## src/rtl/md_init_ctrl.sv

```systemverilog
// Particle-init load sequencer: gates the host init stream into the loader, mirrors
// its step/address counters and flags tlast mismatches. Optional stall timeout: MD_INIT_CTRL_TIMEOUT_EN.
module md_init_ctrl #(
   parameter int NUM_INIT_STEPS    = 8,
   parameter int INIT_STEP_WIDTH   = 3,
   parameter int PARTICLE_ID_WIDTH = 8,
   parameter int TIMEOUT_CYCLES    = 4096
) (
   input  logic                         clk,
   input  logic                         rst,
   input  logic                         i_start,
   input  logic [PARTICLE_ID_WIDTH-1:0] i_npc,
   input  logic                         s_tvalid,
   input  logic                         s_tlast,
   output logic                         s_tready,
   output logic                         o_ld_tvalid,
   output logic                         o_ld_rst,
   output logic [INIT_STEP_WIDTH-1:0]   o_step,
   output logic [PARTICLE_ID_WIDTH-1:0] o_addr,
   output logic                         o_busy,
   output logic                         o_done,
   output logic                         o_err
);

   // state | meaning
   // IDLE  | loader held in reset, waiting for i_start
   // CLEAR | one cycle: loader reset, step/addr cleared
   // LOAD  | stream open, counting beats
   // DONE  | one-cycle completion pulse
   typedef enum logic [1:0] {ST_IDLE, ST_CLEAR, ST_LOAD, ST_DONE} state_t;

   localparam logic [INIT_STEP_WIDTH-1:0] LAST_STEP = INIT_STEP_WIDTH'(NUM_INIT_STEPS - 1);

   state_t                         state, state_nxt;
   logic [PARTICLE_ID_WIDTH-1:0]   npc;
   logic [INIT_STEP_WIDTH-1:0]     step;
   logic [PARTICLE_ID_WIDTH-1:0]   addr;
   logic                           err;
   logic                           accept;
   logic                           last_addr;
   logic                           final_beat;
   logic                           timeout;

   assign accept     = (state == ST_LOAD) & s_tvalid;
   assign last_addr  = (addr >= npc);
   assign final_beat = accept & last_addr & (step == LAST_STEP);

`ifdef MD_INIT_CTRL_TIMEOUT_EN
   localparam int CNT_W = $clog2(TIMEOUT_CYCLES + 1);
   localparam logic [CNT_W-1:0] CNT_LOAD = CNT_W'(TIMEOUT_CYCLES);
   logic [CNT_W-1:0] stall_cnt;

   // Down-counter of stall cycles still allowed; fires on the last permitted stall.
   always_ff @(posedge clk) begin
      if (rst) begin
         stall_cnt <= CNT_LOAD;
      end else if (state == ST_CLEAR || accept) begin
         stall_cnt <= CNT_LOAD;
      end else if (state == ST_LOAD) begin
         stall_cnt <= stall_cnt - CNT_W'(1);
      end
   end

   assign timeout = (state == ST_LOAD) & ~s_tvalid & (stall_cnt == CNT_W'(1));
`else
   // No stall limit in this build; the term only keeps the parameter referenced.
   assign timeout = 1'b0 & (TIMEOUT_CYCLES == 0);
`endif

   always_ff @(posedge clk) begin
      if (rst) begin
         state <= ST_IDLE;
      end else begin
         state <= state_nxt;
      end
   end

   always_comb begin
      state_nxt = state;
      s_tready  = 1'b0;
      o_ld_rst  = 1'b1;
      o_busy    = 1'b0;
      o_done    = 1'b0;
      case (state)
         ST_IDLE: begin
            if (i_start) state_nxt = ST_CLEAR;
         end
         ST_CLEAR: begin
            o_busy    = 1'b1;
            state_nxt = ST_LOAD;
         end
         ST_LOAD: begin
            o_busy   = 1'b1;
            s_tready = 1'b1;
            o_ld_rst = 1'b0;
            if (final_beat || timeout) state_nxt = ST_DONE;
         end
         ST_DONE: begin
            o_done    = 1'b1;
            state_nxt = ST_IDLE;
         end
         default: state_nxt = ST_IDLE;
      endcase
   end

   assign o_ld_tvalid = s_tvalid & s_tready;

   always_ff @(posedge clk) begin
      if (rst) begin
         npc  <= '0;
         step <= '0;
         addr <= '0;
         err  <= 1'b0;
      end else begin
         if (state == ST_IDLE && i_start) begin
            npc <= i_npc;
            err <= 1'b0;
         end
         if (state == ST_CLEAR) begin
            step <= '0;
            addr <= '0;
         end
         if (accept) begin
            if (last_addr) begin
               addr <= '0;
               step <= final_beat ? '0 : step + INIT_STEP_WIDTH'(1);
            end else begin
               addr <= addr + PARTICLE_ID_WIDTH'(1);
            end
            // Beat count is authoritative; tlast only has to agree with it.
            if (s_tlast != final_beat) err <= 1'b1;
         end
         if (timeout) err <= 1'b1;
      end
   end

   assign o_step = step;
   assign o_addr = addr;
   assign o_err  = err;

endmodule

```

## config.mk

```make
export PLATFORM = sky130hd
export DESIGN_NAME = md_init_ctrl
export DESIGN_NICKNAME = d
export VERILOG_FILES = /design/src/rtl/md_init_ctrl.sv
export SDC_FILE = /design/constraint.sdc
export NUM_CORES = 1
export LEC_CHECK = 0
export CAP_MARGIN = 10
export CORE_MARGIN = 2
export CORE_UTILIZATION = 49
export CTS_CLUSTER_DIAMETER = 50
export DETAILED_ROUTE_END_ITERATION = 12
export PLACE_DENSITY = 0.79
export SYNTH_ARGS = -nofsm -noshare
export SYNTH_HDL_FRONTEND = slang
export SYNTH_SLANG_ARGS = --single-unit
```

## constraint.sdc

```tcl
create_clock -name clk -period 2.85 [get_ports clk]
set_input_delay 0.285 -clock clk [delete_from_list [all_inputs] [get_ports clk]]
set_output_delay 0.285 -clock clk [all_outputs]
set_load 0.005 [all_outputs]
```

# Word-level counts from Yosys, hierarchy flattened
# Cells that the tools add are included.
[op_classes] reduce_logical=5 addsub=2 bitwise_logic=4 muxes=17 n_eq_ne=7 order_cmp=1
[op_table] cell="8-bit 2-to-1 mux" n=3
[op_table] cell="3-bit 2-to-1 mux" n=4
[op_table] cell="8-bit by 1-bit adder with 8-bit output, second input constant" n=1
[op_table] cell="8-bit greater-or-equal comparator" n=1
[op_table] cell="2-bit one-hot mux with 4 select lines" n=1
[op_table] cell="1-bit 2-to-1 mux" n=7
[op_table] cell="1-bit AND" n=4
[op_table] cell="2-bit equality test, second input constant" n=2
[op_table] cell="2-bit 2-to-1 mux" n=2
[op_table] cell="2-bit inequality test, second input constant" n=2
[op_table] cell="3-bit by 1-bit adder with 3-bit output, second input constant" n=1
[op_table] cell="3-bit equality test, second input constant" n=1
[op_table] cell="2-bit by 1-bit equality test with 1-bit output, second input constant" n=1
[op_table] cell="2-bit logical NOT" n=1
[op_table] cell="2-bit AND reduction" n=1
[op_table] cell="2-bit nonzero test" n=1
[op_table] cell="2-bit OR reduction" n=1
[op_table] cell="1-bit logical AND" n=1
[op_table] cell="1-bit inequality test" n=1
[word_totals] word_cells=41 inputBits=13 out_inout_bits=17 register_bits=22

# Logic depth before layout (Yosys ltp)
# Gate-level depths: netlist (run 1).
[depth] ltp_word=7 depth_mapped=8 depth_no_buf=7

# Worst setup path after synthesis (run 1)
# OpenSTA, ideal clock, no wires.
[synth_path] path_type="reg-to-reg" start="reg addr[0], in the netlist o_addr[0]" end="reg addr[7], in the netlist o_addr[7]" path_buffers=0 setup_ns=0.074 synth_period_minus_slack_ns=2.164 path_stages_with_launch=8 setup_slack_ns=0.686 arrival_time_ns=2.090 cell_sequence="dfxtp_1 -> inv_1 -> ha_1 -> nand2b_4 -> a2111o_1 -> a21o_1 -> or4_1 -> a31oi_1"
[synth_between] elab_chain_cells=3 elab_cells_between_ends=4
[synth_lines] item="start, declared" line_no="37" text="logic [PARTICLE_ID_WIDTH-1:0] addr;"
[synth_lines] item="start signal, assigned" line_no="128" text="addr <= addr + PARTICLE_ID_WIDTH'(1);"
[synth_lines] item="8-bit by 1-bit adder with 8-bit output / 8-bit greater-or-equal comparator (equally long branches)" line_no="128, 45"
[synth_lines] item="8-bit 2-to-1 mux *" line_no="124" text="if (last_addr) begin"
[synth_lines] item="8-bit 2-to-1 mux *" line_no="123" text="if (accept) begin"
# Mark *: on every way between the ends. The rest lies on a longest branch, timed or not.
# A chain may end at the register's enable or synchronous reset.

# Worst setup path in the final report (run 1)
# Same ends and word-level chain as after synthesis.

==> qor.json, run 1 <==
{
  "pwr": {
    "power.net_switching_mw": 0.345,
    "power.sequential.fraction": 0.400,
    "power_density_nw_per_um2": 567,
    "vdd_drop_max_mv": 0.546,
    "power.share.switching": 0.372,
    "power.static_leakage_nw": 0.636,
    "power.internal_mw": 0.582,
    "p_comb_frac": 0.452,
    "pwr-share-clk": 0.148
  },
  "floorplanning": {
    "rows": 18,
    "fp.dieH_um": 55.3,
    "core-area_um2": 2480,
    "die-area_um2": 3060,
    "initial_utilization": 0.521,
    "die-width_um": 55.3,
    "design.portCount": 30
  },
  "global_route": {
    "grt_pass1_wl_mm": 4.91,
    "initial_antenna_violation_count": 0,
    "grt_pass1_vias": 1170,
    "grt_usage": 0.192,
    "overflow": 0,
    "pin_count_of_the_biggest_net_entering_global_routing": 14
  },
  "sta": {
    "min_period_over_period": 0.797,
    "setup_total_negative_slack_ps": 0,
    "timing.max_slew.rel_slack": 0.673,
    "setup_skew_after_layout_ps": 3.49,
    "final-hold-violation-count": 0,
    "hold-worst-slack_ps": 467,
    "period_needed_ps": 2270,
    "timing.final.max_slew_violations": 0,
    "rsz0062_at_grt": "no",
    "tightest_slew_ps": 489,
    "setup_violations": 0,
    "layout_setup_ws_ps": 578,
    "fmax_mhz": 440
  },
  "routing": {
    "drtPass1Iterations": 4,
    "vias_per_cell": 5.44,
    "routed_wirelength_mm": 2.72,
    "detail-route-antenna-nets": 0,
    "drt-wirelength-per-cell_um": 12.4,
    "via_count": 1197,
    "drt_first_iter_violations": 16,
    "drc_errors": 0
  },
  "critical_path": {
    "crit_slowest_cell": "sky130_fd_sc_hd__or4_1",
    "critical_path.cell_chain": "inv_1 -> ha_1 -> nand2b_4 -> a2111o_1 -> a21o_1 -> or4_1 -> a31oi_1",
    "worst-setup-path-type": "flip-flop to flip-flop",
    "worst_ep_required_time_ps": 3080,
    "critPathArrivalTime_ps": 2500,
    "critical_path.startpoint_type": "flip-flop",
    "critPathCaptureType": "flip-flop",
    "critPathMaxStageDelay_ps": 470,
    "worst-path-max-fanout": 5
  },
  "final_layout": {
    "postLayoutCellArea_um2": 1640,
    "finalNetCount": 221,
    "syn2layout_area_growth_pct": 26.8,
    "layout.cells.most_common": "sky130_fd_sc_hd__clkdlybuf4s50_1",
    "layout-drive-gt1-share": 0.0526,
    "mostFrequentLayoutCells": "29 x sky130_fd_sc_hd__clkdlybuf4s50_1, 25 x sky130_fd_sc_hd__nand2_1, 22 x sky130_fd_sc_hd__dfxtp_1",
    "stdcell_count": 220,
    "n_fill_cell": 221,
    "antenna_cells_inserted": 0
  },
  "clocking": {
    "cts_sink_count": 22,
    "numCtsBuffers": 3,
    "post_cts_resize_count": 0,
    "clkTransAtPathRegs_ps": 120,
    "cts_buffer_depth": 2,
    "cts_setup_buffers": 0,
    "h-tree-depth": 1,
    "cts_hold_buf": 0,
    "clock_latency_ps": 300,
    "clock_tree_root_driver_cell": "sky130_fd_sc_hd__clkbuf_4",
    "cts_tree": "built"
  },
  "logic_synthesis": {
    "syn_inst": 161,
    "yosysSeqAreaShare": 0.341,
    "ys_ff_latch": 22,
    "synthDominantCellAreaShare": 0.341,
    "postSynthNetCount": 190,
    "avgSynthCellArea_um2": 8.01,
    "yosysWarnings": 0,
    "netlist_top_cells_area": "sky130_fd_sc_hd__dfxtp_1 34%, sky130_fd_sc_hd__ha_1 16%, sky130_fd_sc_hd__nand2_1 7.3%, sky130_fd_sc_hd__nand3_1 6.6%, sky130_fd_sc_hd__a21oi_1 5.4%",
    "summed_instance_area_of_the_synthesized_netlist_um2": 1290,
    "synth_top_cell_by_area": "sky130_fd_sc_hd__dfxtp_1",
    "netlist-cell-type-count": 30
  },
  "status": {
    "status": "completed"
  },
  "worst_hold_path": {
    "hold_path_class": "flip-flop to flip-flop"
  },
  "placement": {
    "place_area_um2": 1610,
    "dp_cells": 217,
    "dp_slack_ps": 594,
    "place.gp.congestion": 0.804,
    "place.detailed.hpwl_mm": 2.14,
    "port-buffer-count": 29
  },
  "flow_run": {
    "timing.max_cap.violations": 0
  }
}
registers in the layout, indices dropped and copies added (netlist names):
register	count
npc	8
o_step	3
o_err	1
o_addr	8
state	2
synth_stat cells, drive strengths merged:
master,instances
a2111o,1
a211oi,2
a21o,2
a21oi,14
a221o,1
a22oi,1
a31oi,7
and3,1
buf,1
clkbuf,4
dfxtp,22
ha,16
inv,13
mux2i,1
nand2,25
nand2b,1
nand3,17
nand3b,2
nand4b,2
nor2,10
nor2b,4
nor3,2
nor4b,1
o211a,1
o211ai,1
o21a,2
o21ai,3
or2,2
or4,2
power groups by stage:
stage          clock, mW  sequential [mW]  combinational, mW
6_report           0.137            0.371              0.419
5_1_grt            0.158            0.376              0.471
4_1_cts            0.142            0.371              0.423
3_5_place_dp           0            0.378              0.419
3_3_place_gp           0            0.376              0.408
2_1_floorplan          0            0.372              0.275
logic make-up after synthesis:
| group | Yosys count | share of synthesized area |
|---|---|---|
| simple gates | 69 | 0.268 |
| mux | 1 | 0.00776 |
| compound gates | 35 | 0.175 |
| buf+inv | 18 | 0.0533 |
| flops | 22 | 0.341 |
| fa+ha+maj | 16 | 0.155 |
per-stage QoR:
step	power, mW	util
after floorplan	0.646	-
after global placement	0.784	0.651
after detailed placement	0.797	0.651
after CTS	0.935	0.660
after global routing	1.01	0.660
final	0.927	0.660
final cells by class:
cell class / count / area (µm²) / share of cell area
clock buffer: 3 / 22.5 / 0.0138
inverter: 13 / 48.8 / 0.0298
multi-input combinational: 121 / 781 / 0.477
sequential: 22 / 440 / 0.269
tap: 30 / 37.5 / 0.0230
timing repair buffer: 31 / 305 / 0.187
final timing paths:
check,slack [ps],endpoint,cells after the start,from
max reg2reg,580,o_addr[7],7,o_addr[0]
min reg2reg,470,npc[2],2,npc[2]
min,470,npc[2],2,npc[2]
max,580,o_addr[7],7,o_addr[0]
worst max-delay path, delay by kind of cell, from the launching register on:
kind | cells | cell delay (ps)
DFF | 1 | 390
AOI/OAI and AO/OA | 3 | 830
and+or+nand+nor | 2 | 600
adders and majority gates | 1 | 290
buffers and inverters | 1 | 90
routing by layer:
| layer | part of all wire | routed length, µm | global-route usage | up-vias |
|---|---|---|---|---|
| li1 | - | - | - | 626 |
| met1 | 0.47 | 1280 | 0.244 | 535 |
| met2 | 0.48 | 1300 | 0.328 | 34 |
| met3 | 0.048 | 130 | 0.0281 | 2 |
| met4 | 0.0048 | 13 | 0.0697 | 0 |
| met5 | 0 | 0 | 0 | - |
(Power assumes the default switching activity.)
==> inputs of run 2 (changes only) <==
CORE_UTILIZATION = 44   (was 49)
PLACE_DENSITY = 0.75   (was 0.79)
clock period = 2 ns   (was 2.85 ns; I/O delays follow)
==> run 2 against run 1 <==
  * Hold slack lost 24 ps
  * Global-route usage grew 0.91 points
  * First-iteration DRC count grew to 4.8 times the previous value
  * Sequential power grew 45%
  * Core utilization shrank 0.51 points
  * Sequential share of layout area shrank 2.5 points
  * Fmax grew 14%
  * Combinational power grew 70%
  * Clock skew grew 5.2 ps
  * Non-clock buffer count grew 16
  * Critical endpoint unchanged
  * Largest cell class unchanged
  * Via count grew 10%
==> qor.json, run 2 (synthesis gave the netlist of run 1 again) <==
{
  "status": {
    "status": "completed"
  },
  "sta": {
    "period_needed": {"value": 1990, "unit": "ps", "change": "-280 ps"},
    "timing.max_slew.rel_slack": {"value": 0.682, "change": "+0.00937"},
    "setup_skew_after_layout": {"value": 8.69, "unit": "ps", "change": "+5.20 ps"},
    "rsz0062_at_grt": "yes",
    "final-hold-violation-count": {"value": 0, "change": "unchanged"},
    "timing.final.max_slew_violations": {"value": 0, "change": "unchanged"},
    "fmax": {"value": 502, "unit": "MHz", "change": "+14%"},
    "setup_violations": {"value": 0, "change": "unchanged"},
    "min_period_over_period": {"value": 0.996, "change": "+0.199"},
    "setup_total_negative_slack": {"value": 0, "unit": "ps", "change": "unchanged"},
    "layout_setup_ws": {"value": 8.22, "unit": "ps", "change": "-570 ps"},
    "tightest_slew": {"value": 475, "unit": "ps", "change": "-13.7 ps"}
  },
  "critical_path": {
    "cp_num_buf_inv": {"value": 1, "change": "unchanged"},
    "critPathCaptureType": "flip-flop",
    "critical_path.startpoint_type": "flip-flop",
    "worst_ep_required_time": {"value": 2250, "unit": "ps", "change": "-830 ps"},
    "r2r_end": "o_addr[7]",
    "crit_slowest_cell": "sky130_fd_sc_hd__or4_1",
    "worst_r2r_path_depth": {"value": 7, "change": "unchanged"},
    "rr_startpoint": "o_addr[0]",
    "cp_top_family": "compound AO/OA/AOI/OAI gates",
    "worst-setup-path-type": "flip-flop to flip-flop",
    "critPathMaxStageDelay": {"value": 410, "unit": "ps", "change": "-60 ps"},
    "r2r_setup_slack": {"value": 8, "unit": "ps", "change": "-570 ps"},
    "critical_path.cell_chain": "inv_2 -> ha_4 -> nand2b_4 -> a2111o_1 -> a21o_1 -> or4_1 -> a31oi_1",
    "worst-path-max-fanout": {"value": 3, "change": "-2"},
    "critPathArrivalTime": {"value": 2240, "unit": "ps", "change": "-260 ps"}
  },
  "final_layout": {
    "antenna_cells_inserted": {"value": 0, "change": "unchanged"},
    "n_fill_cell": {"value": 235, "change": "+6.3%"},
    "layout.area.seq": {"value": 445, "unit": "µm²", "change": "+1.1%"},
    "syn2layout_area_growth_pct": 41.2,
    "stdcell_count": {"value": 238, "change": "+8.2%"},
    "postLayoutCellArea": {"value": 1820, "unit": "µm²", "change": "+11%"},
    "layout.cells.most_common": "sky130_fd_sc_hd__clkdlybuf4s50_1",
    "mostFrequentLayoutCells": "29 x sky130_fd_sc_hd__clkdlybuf4s50_1, 23 x sky130_fd_sc_hd__nand2_1, 18 x sky130_fd_sc_hd__dfxtp_1",
    "multi_input_comb_area": {"value": 823, "unit": "µm²", "change": "+5.4%"},
    "finalNetCount": {"value": 237, "change": "+7.2%"},
    "layout-drive-gt1-share": {"value": 0.188, "change": "+0.136"}
  },
  "placement": {
    "place.gp.congestion": {"value": 0.908, "change": "+13%"},
    "place.detailed.hpwl": {"value": 2.53, "unit": "mm", "change": "+18%"},
    "dp_cells": {"value": 230, "change": "+6.0%"},
    "dp_slack": {"value": -22.4, "unit": "ps", "change": "-616 ps"},
    "port-buffer-count": {"value": 29, "change": "unchanged"},
    "place_area": {"value": 1710, "unit": "µm²", "change": "+5.7%"}
  },
  "routing": {
    "drtPass1Iterations": {"value": 4, "change": "unchanged"},
    "drt-wirelength-per-cell": {"value": 13.8, "unit": "µm", "change": "+12%"},
    "via_count": {"value": 1322, "change": "+10%"},
    "drt_first_iter_violations": {"value": 77, "change": "+61"},
    "vias_per_cell": {"value": 5.55, "change": "+2.1%"},
    "drc_errors": {"value": 0, "change": "unchanged"},
    "detail-route-antenna-nets": {"value": 0, "change": "unchanged"},
    "routed_wirelength": {"value": 3.29, "unit": "mm", "change": "+21%"}
  },
  "global_route": {
    "initial_antenna_violation_count": {"value": 0, "change": "unchanged"},
    "grt_usage": {"value": 0.201, "change": "+0.00915"},
    "grt_pass1_wl": {"value": 5.33, "unit": "mm", "change": "+8.4%"},
    "overflow": {"value": 0, "change": "unchanged"},
    "grt_pass1_vias": {"value": 1275, "change": "+9.0%"},
    "pin_count_of_the_biggest_net_entering_global_routing": {"value": 14, "change": "unchanged"}
  },
  "worst_hold_path": {
    "worstHoldStart": "i_npc[5]",
    "worstHoldEndpoint": "npc[5]",
    "hold_path_class": "input port to flip-flop",
    "hold_depth": {"value": 3, "change": "+1"}
  },
  "clocking": {
    "h-tree-depth": {"value": 1, "change": "unchanged"},
    "cts_sink_count": {"value": 22, "change": "unchanged"},
    "clock_latency": {"value": 310, "unit": "ps", "change": "about the same"},
    "cts_tree": "built",
    "cts_hold_buf": {"value": 0, "change": "unchanged"},
    "cts_buffer_depth": {"value": 2, "change": "unchanged"},
    "clock_tree_root_driver_cell": "sky130_fd_sc_hd__clkbuf_4",
    "numCtsBuffers": {"value": 3, "change": "unchanged"},
    "clkTransAtPathRegs": {"value": 130, "unit": "ps", "change": "about the same"}
  },
  "pwr": {
    "totalPowerFinal": {"value": 1.50, "unit": "mW", "change": "+62%"},
    "power_density": {"value": 825, "unit": "nW/µm²", "change": "+45%"},
    "power.static_leakage": {"value": 0.728, "unit": "nW", "change": "+14%"},
    "vdd_drop_max": {"value": 0.835, "unit": "mV", "change": "+53%"}
  },
  "floorplanning": {
    "die-width": {"value": 58.1, "unit": "µm", "change": "+5.1%"},
    "die-area": {"value": 3380, "unit": "µm²", "change": "+11%"},
    "fp.dieH": {"value": 58.1, "unit": "µm", "change": "+5.1%"},
    "rows": {"value": 19, "change": "+1"},
    "initial_utilization": {"value": 0.464, "change": "-0.0569"},
    "core-area": {"value": 2780, "unit": "µm²", "change": "+12%"},
    "design.portCount": {"value": 30, "change": "unchanged"}
  },
  "flow_run": {
    "timing.max_cap.violations": {"value": 0, "change": "unchanged"}
  }
}
run 2: cell types whose count changed in the layout (fill, tap and decap cells not counted), moves of 3 or more:
cell,delta
sky130_fd_sc_hd__buf_4,+15
sky130_fd_sc_hd__ha_4,+3
sky130_fd_sc_hd__inv_1,-3
sky130_fd_sc_hd__inv_2,+3
sky130_fd_sc_hd__ha_1,-3
sky130_fd_sc_hd__dfxtp_2,+4
sky130_fd_sc_hd__dfxtp_1,-4
run 2: worst max-delay path by stage:
stage,end,start,cells past startpoint,slack (ps)
3_3_place_gp,o_addr[7],npc[6],7,70
3_5_place_dp,o_addr[7],npc[6],7,-20
4_1_cts,o_addr[7],o_addr[0],7,7
2_1_floorplan,o_addr[7],o_addr[0],7,20
6_report,o_addr[7],o_addr[0],7,8
5_1_grt,o_addr[7],o_addr[0],8,-70
run 2: worst register-to-register path: stages, from the launching register on:
cell and delay, ps:
sky130_fd_sc_hd__dfxtp_2 360, sky130_fd_sc_hd__inv_2 50, sky130_fd_sc_hd__ha_4 220, sky130_fd_sc_hd__nand2b_4 130
sky130_fd_sc_hd__a2111o_1 400, sky130_fd_sc_hd__a21o_1 210, sky130_fd_sc_hd__or4_1 410, sky130_fd_sc_hd__a31oi_1 150
run 2: cell type report:
type / instances / area share
multi-input combinational: 121 / 0.452
timing repair buffer: 47 / 0.236
clock buffer: 4 / 0.0199
inverter: 13 / 0.0268
tap: 31 / 0.0213
sequential: 22 / 0.245
run 2: per-layer routing:
metal,wire [µm],up-vias,global-route usage
li1,-,659,-
met4,25,0,0.0764
met3,170,4,0.0268
met5,0,-,0
met2,1650,37,0.356
met1,1440,622,0.247
run 2: metrics by stage:
step | hold slack, ps | util
2_1_floorplan | 347 | -
3_3_place_gp | 448 | 0.613
3_5_place_dp | 449 | 0.613
4_1_cts | 439 | 0.638
5_1_grt | 445 | 0.655
6_report | 442 | 0.655
run 2: timing repair:
item,CTS,global route
setup buffers,0,3
pin swaps,1,4
resized for setup,8,5
endpoints found under the setup margin,2,5
cloned,0,1
run 2: power by group:
part	total, mW	switching [mW]	internal (mW)
logic	0.714	0.364	0.350
clock network	0.251	0.139	0.111
registers	0.538	0.0456	0.493
total	1.50	0.549	0.954
==> inputs of run 3 (changes only) <==
CTS_CLUSTER_SIZE = 25   (was default)
SLEW_MARGIN = 20   (was default)
==> results of run 3 <==
No change in the layout: final DEF, timing and power equal those of run 2.
